$ cat src/rtl/mux_tree_pkg.sv
// Shared definitions for the mux-tree generator and its deserialiser.
package mux_tree_pkg;

    // Deserialiser run states
    typedef enum logic [1:0] {
        ST_IDLE   = 2'd0,
        ST_WARMUP = 2'd1,
        ST_SHIFT  = 2'd2
    } deser_state_t;

    // Default configuration shared with the generator side
    localparam int unsigned MT_WORD_W   = 8;
    localparam int unsigned MT_WARMUP   = 4;
    localparam logic [15:0] MT_SIG_POLY = 16'h1021;
    localparam logic [15:0] MT_SIG_SEED = 16'hFFFF;

endpackage

$ cat src/rtl/sig_misr.sv
// 16-bit serial MISR: shifts left, folds the incoming bit into the feedback tap.
module sig_misr #(
    parameter logic [15:0] SIG_POLY = 16'h1021,
    parameter logic [15:0] SIG_SEED = 16'hFFFF
) (
    input  logic        clk,
    input  logic        rst,
    input  logic        load,
    input  logic        step,
    input  logic        bit_in,
    output logic [15:0] sig
);

    logic [15:0] r_sig;

    // Seed on reset or run start, otherwise advance once per captured bit
    always_ff @(posedge clk) begin
        if (rst || load) begin
            r_sig <= SIG_SEED;
        end else if (step) begin
            r_sig <= {r_sig[14:0], 1'b0} ^ ((r_sig[15] ^ bit_in) ? SIG_POLY : '0);
        end
    end

    assign sig = r_sig;

endmodule

$ cat src/rtl/mux_tree_deser.sv
// Serial-to-parallel receiver for the mux-tree output: drops warm-up bits,
// packs LSB-first words onto a valid/ready port and signs every captured bit.
module mux_tree_deser
    import mux_tree_pkg::*;
#(
    parameter int unsigned WORD_W   = MT_WORD_W,
    parameter int unsigned WARMUP   = MT_WARMUP,
    parameter logic [15:0] SIG_POLY = MT_SIG_POLY,
    parameter logic [15:0] SIG_SEED = MT_SIG_SEED
) (
    input  logic              clk,
    input  logic              rst,
    input  logic              en,
    input  logic              v_in,
    input  logic              v_valid,
    output logic [WORD_W-1:0] word_data,
    output logic              word_valid,
    input  logic              word_ready,
    output logic [15:0]       sig,
    output logic              overflow,
    output logic              busy
);

    localparam int unsigned BC_W = $clog2(WORD_W + 1);
    // Guard keeps the counter at least one bit wide when WARMUP is 0
    localparam int unsigned WC_W = (WARMUP > 0) ? $clog2(WARMUP + 1) : 1;

    deser_state_t      r_state;
    logic [BC_W-1:0]   r_bitcnt;
    logic [WC_W-1:0]   r_wcnt;
    logic [WORD_W-1:0] r_shift;
    logic [WORD_W-1:0] r_word_data;
    logic              r_word_valid;
    logic              r_overflow;

    logic [WC_W-1:0]   w_wcnt_next;
    logic              w_last_bit;
    logic [WORD_W-1:0] w_word;
    logic              w_misr_load;
    logic              w_misr_step;

    assign w_wcnt_next = r_wcnt + 1'b1;
    assign w_last_bit  = (r_bitcnt == BC_W'(WORD_W - 1));
    // Top bit comes straight from v_in; lower bits were all rewritten this word
    assign w_word      = {v_in, r_shift[WORD_W-2:0]};
    assign w_misr_load = (r_state == ST_IDLE) && en;
    assign w_misr_step = (r_state == ST_SHIFT) && en && v_valid;

    sig_misr #(
        .SIG_POLY (SIG_POLY),
        .SIG_SEED (SIG_SEED)
    ) u_misr (
        .clk    (clk),
        .rst    (rst),
        .load   (w_misr_load),
        .step   (w_misr_step),
        .bit_in (v_in),
        .sig    (sig)
    );

    // Run FSM, counters, shift register and output word register
    always_ff @(posedge clk) begin
        if (rst) begin
            r_state      <= ST_IDLE;
            r_bitcnt     <= '0;
            r_wcnt       <= '0;
            r_shift      <= '0;
            r_word_data  <= '0;
            r_word_valid <= 1'b0;
            r_overflow   <= 1'b0;
        end else begin
            if (r_word_valid && word_ready) begin
                r_word_valid <= 1'b0;
            end
            case (r_state)
                ST_IDLE: begin
                    if (en) begin
                        r_state    <= (WARMUP == 0) ? ST_SHIFT : ST_WARMUP;
                        r_overflow <= 1'b0;
                        r_wcnt     <= '0;
                        r_bitcnt   <= '0;
                        r_shift    <= '0;
                    end
                end
                ST_WARMUP: begin
                    if (!en) begin
                        r_state <= ST_IDLE;
                    end else if (v_valid) begin
                        if (w_wcnt_next == WC_W'(WARMUP)) begin
                            r_state <= ST_SHIFT;
                            r_wcnt  <= '0;
                        end else begin
                            r_wcnt <= w_wcnt_next;
                        end
                    end
                end
                ST_SHIFT: begin
                    if (!en) begin
                        r_state <= ST_IDLE;
                    end else if (v_valid) begin
                        r_shift <= (r_shift & ~(WORD_W'(1) << r_bitcnt))
                                 | (WORD_W'(v_in) << r_bitcnt);
                        if (w_last_bit) begin
                            r_bitcnt <= '0;
                            if (!r_word_valid || word_ready) begin
                                r_word_data  <= w_word;
                                r_word_valid <= 1'b1;
                            end else begin
                                r_overflow <= 1'b1;
                            end
                        end else begin
                            r_bitcnt <= r_bitcnt + 1'b1;
                        end
                    end
                end
                default: r_state <= ST_IDLE;
            endcase
        end
    end

    assign word_data  = r_word_data;
    assign word_valid = r_word_valid;
    assign overflow   = r_overflow;
    assign busy       = (r_state != ST_IDLE);

endmodule
$ cat config.mk
export PLATFORM = sky130hd
export DESIGN_NAME = mux_tree_deser
export DESIGN_NICKNAME = d
export VERILOG_FILES = /design/src/rtl/mux_tree_pkg.sv /design/src/rtl/sig_misr.sv /design/src/rtl/mux_tree_deser.sv
export SDC_FILE = /design/constraint.sdc
export NUM_CORES = 1
export LEC_CHECK = 0
export ABC_AREA = 0
export BUFFER_PORTS_ARGS = -buffer_cell sky130_fd_sc_hd__buf_2
export CAP_MARGIN = 20
export CORE_MARGIN = 2
export CORE_UTILIZATION = 59
export CTS_BUF_LIST = sky130_fd_sc_hd__clkbuf_16
export CTS_CLUSTER_DIAMETER = 150
export DETAILED_ROUTE_END_ITERATION = 8
export PLACE_DENSITY = 0.83
export SLEW_MARGIN = 20
export SYNTH_ARGS = -nofsm -noshare
export SYNTH_HDL_FRONTEND = slang
export SYNTH_SLANG_ARGS = --single-unit
$ cat constraint.sdc
create_clock -name clk -period 4.7 [get_ports clk]
set_clock_uncertainty 0.15 [all_clocks]
set_input_delay 0.94 -clock clk [delete_from_list [all_inputs] [get_ports clk]]
set_output_delay 0.94 -clock clk [all_outputs]
set_load 0.02 [all_outputs]
# ---- Yosys cells after proc, flatten, opt, wreduce, memory -nomap -nowiden
# Cells that the tools add are included.
dict set report word_totals {
  ff_bits 43
  output_inout_bits 27
  wordCells 80
}
dict set report op_classes {
  n_addsub 2
  n_eq_ne 14
  n_shift 2
  n_mux 33
  bitwise 5
  n_reduce_logical 16
}
# cell n
set op_table {}
lappend op_table {{2-to-1 mux 8 bit} 3}
lappend op_table {{2-to-1 mux 4 bit} 4}
lappend op_table {{!= test 2 bit (second input constant)} 8}
lappend op_table {{one-hot mux 8 bit (2 select lines)} 1}
lappend op_table {{bitwise XOR 16 bit} 1}
lappend op_table {{2-to-1 mux 13 bit} 1}
lappend op_table {{2-to-1 mux 3 bit} 4}
lappend op_table {{AND reduction 4 bit} 3}
lappend op_table {{2-to-1 mux 1 bit} 11}
lappend op_table {{2-to-1 mux 2 bit} 5}
lappend op_table {{bitwise AND 8 bit} 1}
lappend op_table {{NOT 8 bit} 1}
lappend op_table {{bitwise OR 8 bit} 1}
lappend op_table {{one-hot mux 4 bit (2 select lines)} 1}
lappend op_table {{left shift 1 x 4 -> 8 bit} 1}
lappend op_table {{left shift 1 x 4 -> 8 bit (first input constant)} 1}
lappend op_table {{!= test 3 bit (second input constant)} 2}
lappend op_table {{one-hot mux 2 bit (3 select lines)} 1}
lappend op_table {{one-hot mux 3 bit (2 select lines)} 1}
lappend op_table {{AND reduction 6 bit} 1}
lappend op_table {{nonzero test 2 bit} 3}
lappend op_table {{AND reduction 5 bit} 1}
lappend op_table {{adder 4 x 1 -> 4 bit (second input constant)} 1}
lappend op_table {{== test 4 x 3 -> 1 bit (second input constant)} 1}
lappend op_table {{other kinds (10)} 14}

# ---- Depth between registers and ports, before layout
dict set report logic_depth {
  ltp_word 7
  ltp_mapped 6
  depth_no_buf 5
}

# ---- Cells and area by module
# Synthesis repeated with hierarchy kept, for this count alone.
dict set report unflattened {
  hier_cells 216
  hier_area_um2 2033.2
}
# mod instances cells_per_inst area_per_inst_um2
set modules_own_cells {}
lappend modules_own_cells {mux_tree_deser 1 160 1413.9}
lappend modules_own_cells {sig_misr 1 56 619.3}

# ---- Least setup slack after synthesis
# Ideal clock, no wire load.
dict set report synth_timing {
  kind {input to register}
  from {input port v_valid}
  to {register r_bitcnt[3]}
  t_arrival_ns 1.733
  required_ns 4.433
  setup_slack_ns 2.699
  cell_stages 4
  cell_sequence {and4b_1 > buf_6 > a211o_1 > a32o_1}
}
dict set report synth_via {
  elab_chain_len 2
}
# element line
set synth_rtl {}
lappend synth_rtl {{start, declared} mux_tree_deser.sv:15} ;# input logic v_valid,
lappend synth_rtl {{!= test 2 bit (no line)} --}
lappend synth_rtl {{AND reduction 4 bit (no line)} --}
lappend synth_rtl {{end signal, assigned} mux_tree_deser.sv:112} ;# r_bitcnt <= r_bitcnt + 1'b1;
lappend synth_rtl {{end, declared} mux_tree_deser.sv:29} ;# logic [BC_W-1:0] r_bitcnt;
# No other way between the ends.
# A chain may end at the register's enable or synchronous reset.

# ---- Final worst setup path
dict set report layout_timing {
  from {input port en}
  to {register r_bitcnt[0]}
}
dict set report layout_via {
  elab_chain_len 2
  elab_cells_between_ends 3
  cone_classes {eq/ne (2); reduce/logical (1)}
}
# element line
set layout_rtl {}
lappend layout_rtl {{start, declared} mux_tree_deser.sv:13} ;# input logic en,
lappend layout_rtl {{!= test 2 bit (no line)} --}
lappend layout_rtl {{AND reduction 4 bit (no line) *} --}
# Mark *: on every way between the ends. The rest lies on a longest branch, timed or not.

==> flow_metrics.env <==
export IMPL_outcome="completed"
export IMPL_ios=33
export IMPL_slowest_stage="nand4b_1"
export IMPL_cts_setup_buffers=0
export IMPL_cp_num_buf_inv=1
export IMPL_grt_max_degree=30
export IMPL_synth_seq_cells=42
export IMPL_r2r_start="r_state[1]"
export IMPL_fin_nets=261
export IMPL_postSynthAreaPerCell_um2=8.803
export IMPL_syn_area_um2=1981
export IMPL_wl_per_cell_um=13.59
export IMPL_worst_pin_slew_ns=0.9000
export IMPL_syn_inst=225
export IMPL_first_pass_iters=4
export IMPL_grt_pass1_vias=1320
export IMPL_crit_family="simple AND/OR/NAND/NOR gates"
export IMPL_track_usage_pct=21.53
export IMPL_drc=0
export IMPL_drt_iter0_drc=75
export IMPL_power_mw=0.7593
export IMPL_final_period_utilization_pct=51.67
export IMPL_synthTopCellsByCount="nand2_1, dfxtp_1, nand3_1"
export IMPL_p_leak_nw=0.9518
export IMPL_fillers=281
export IMPL_synth_top_flop_cell="dfxtp_1"
export IMPL_r2r_slack_ns=2.48
export IMPL_area_delta_synth_final_pct=15.22
export IMPL_num_rows=21
export IMPL_max_freq_mhz=411.8
export IMPL_clock_sinks=42
export IMPL_multi_input_area_um2=1031
export IMPL_max_cap_viol_count=0
export IMPL_slew_violations=0
export IMPL_ys_types=50
export IMPL_async_reset_ff_share_pct=0
export IMPL_tns_ns=0
export IMPL_critPathLaunchType="input port"
export IMPL_path_max_fanout=22
export IMPL_die_width_um=61.94
export IMPL_end_kind="register"
export IMPL_clock_latency_ns=0.28
export IMPL_synth_edff_count=0
export IMPL_max_stage_delay_ns=0.72
export IMPL_coreArea_um2=3284
export IMPL_drive_above_1_share_pct=18.88
export IMPL_seq_area_frac_synth_pct=42.45
export IMPL_rsz0062_at_grt="no"
export IMPL_vdd_ir_drop_worst_mv=0.2776
export IMPL_grt_overflow_total=0
export IMPL_cts_buffers=5
export IMPL_vias=1634
export IMPL_synth_top_area_share_pct=42.45
export IMPL_die_area_um2=3837
export IMPL_crit_type="in -> reg"
export IMPL_r2r_cells=3
export IMPL_setup_viol=0
export IMPL_clk_path_buf_depth=2
export IMPL_post_cts_resized=0
export IMPL_regArea_um2=840.8
export IMPL_die_h_um=61.94
export IMPL_synth_net_count=238
export IMPL_yosys_top_cells_area="dfxtp_1, nand2_1, ha_1"
export IMPL_start_util_pct=60.30
export IMPL_rr_endpoint="r_bitcnt[0]"
export IMPL_yosysWarningCount=0
export IMPL_min_from="word_data[4]"
export IMPL_port_buffers=32
export IMPL_route_final_wire_length_mm=4.010
export IMPL_post_route_util_pct=69.49
export IMPL_power_density_nw_per_um2=332.7
export IMPL_hold_viol_final=0
export IMPL_whs_endpoint="word_data[4]"
export IMPL_grt_pass1_wl_mm=6.161
export IMPL_required_ns=4.76
export IMPL_crit_chain="buf_2, nand4b_1, a211o_1, a21oi_1"
export IMPL_crit_arrival_ns=2.49
export IMPL_cts_root_buffer="clkbuf_16"
export IMPL_hold_path_class="reg -> reg"
export IMPL_synth_most_common_cell="nand2_1"
export IMPL_yosys_area_top_type="dfxtp_1"
export IMPL_antenna_found_initial=0
export IMPL_hold_depth=2
export IMPL_fin_hold_ws_ns=0.3030
export IMPL_cts_max_level=2
export IMPL_num_antenna_cells=0
export IMPL_cts_hold_buffers_added=0
export IMPL_post_drt_via_cell_ratio=5.539
export IMPL_gp_congestion=0.7880
export IMPL_path_clk_slew_ns=0.06
export IMPL_ant_nets=0
export IMPL_slew_headroom_pct=39.68
export IMPL_timing_final_crit_period_ns=2.428
export IMPL_cts_tree="yes"
export IMPL_dpl_hpwl_mm=2.555
==> cells in the final DEF, fill, tap and decap left out, types with 2 or more instances in the layout <==
cell type	n
nand2_1	46
dfxtp_1	42
buf_2	32
nand3_1	16
mux2i_1	8
o21ai_0	7
a21oi_1	7
ha_1	7
inv_1	6
a211oi_1	5
nand3b_1	5
clkbuf_16	5
nand4_1	4
nand4b_1	3
xor2_1	3
o211ai_1	3
nor2b_1	3
nand2b_1	3
nor2_1	3
or2_2	2
o21a_1	2
nor4b_1	2
o22ai_1	2
and4_1	2
nor3_1	2
o31ai_1	2
a211o_1	2
nor4bb_1	2
==> worst max-delay path by stage <==
stage	from	end	slack [ns]	cells past startpoint
2_1_floorplan	v_valid	r_bitcnt[3]	2.70	4
3_3_place_gp	en	r_bitcnt[0]	2.04	4
3_5_place_dp	en	r_bitcnt[0]	2.03	4
4_1_cts	en	r_bitcnt[0]	2.31	4
5_1_grt	rst	u_misr.sig[10]	2.16	4
6_report	en	r_bitcnt[0]	2.27	4
==> layout make-up <==
cell class	instances	area share [%]
Clock buffer	5	5.482
Clock inverter	3	1.809
Tap cell	46	2.522
Sequential cell	42	36.84
Multi-Input combinational cell	161	45.18
Timing Repair Buffer	33	7.346
Inverter	5	0.8224
==> registers in the layout, indices dropped and copies added, names as in the netlist <==
name / flops
u_misr.sig: 16
word_data: 8
r_shift: 7
r_bitcnt: 4
r_wcnt: 3
r_state: 2
overflow: 1
word_valid: 1
==> metrics by stage <==
step | instance area, um2 | setup WS (ns) | std cells
2_1_floorplan | 1981 | 2.699 | 225
3_3_place_gp | 2116 | 2.044 | 287
3_5_place_dp | 2116 | 2.031 | 287
4_1_cts | 2282 | 2.307 | 295
5_1_grt | 2282 | 2.161 | 295
6_report | 2282 | 2.272 | 295
==> tightest hold or removal path: stages, from the launching register on <==
cell,delay (ns)
dfxtp_1,0.30
nand2_1,0.05
mux2i_1,0.05
==> per-layer routing <==
layer  wire length [um]  track usage, %
met1               1882           31.59
met2               1876           31.70
met3                203           3.934
met4                 47           7.295
met5                  0               0
==> power breakdown <==
| group | internal [mW] | switching (mW) |
|---|---|---|
| clock network | 0.248 | 0.129 |
| registers | 0.357 | 0.00125 |
| logic | 0.00817 | 0.0160 |
| total | 0.613 | 0.146 |
==> kinds of logic (layout without fill, tap and decap cells) <==
group                    Yosys count  in the layout  synth area share [%]
flip-flops                        42             42                 42.45
adder cells (fa/ha/maj)            7              7                 4.422
AND/OR/NAND/NOR                  104            104                 28.68
XOR/XNOR                           4              4                 1.769
multiplexers                       8              8                 4.043
AO/OA/AOI/OAI                     38             38                 13.14
buffers and inverters             22             46                 5.496
Note: power is estimated with default switching activity, not from simulation.
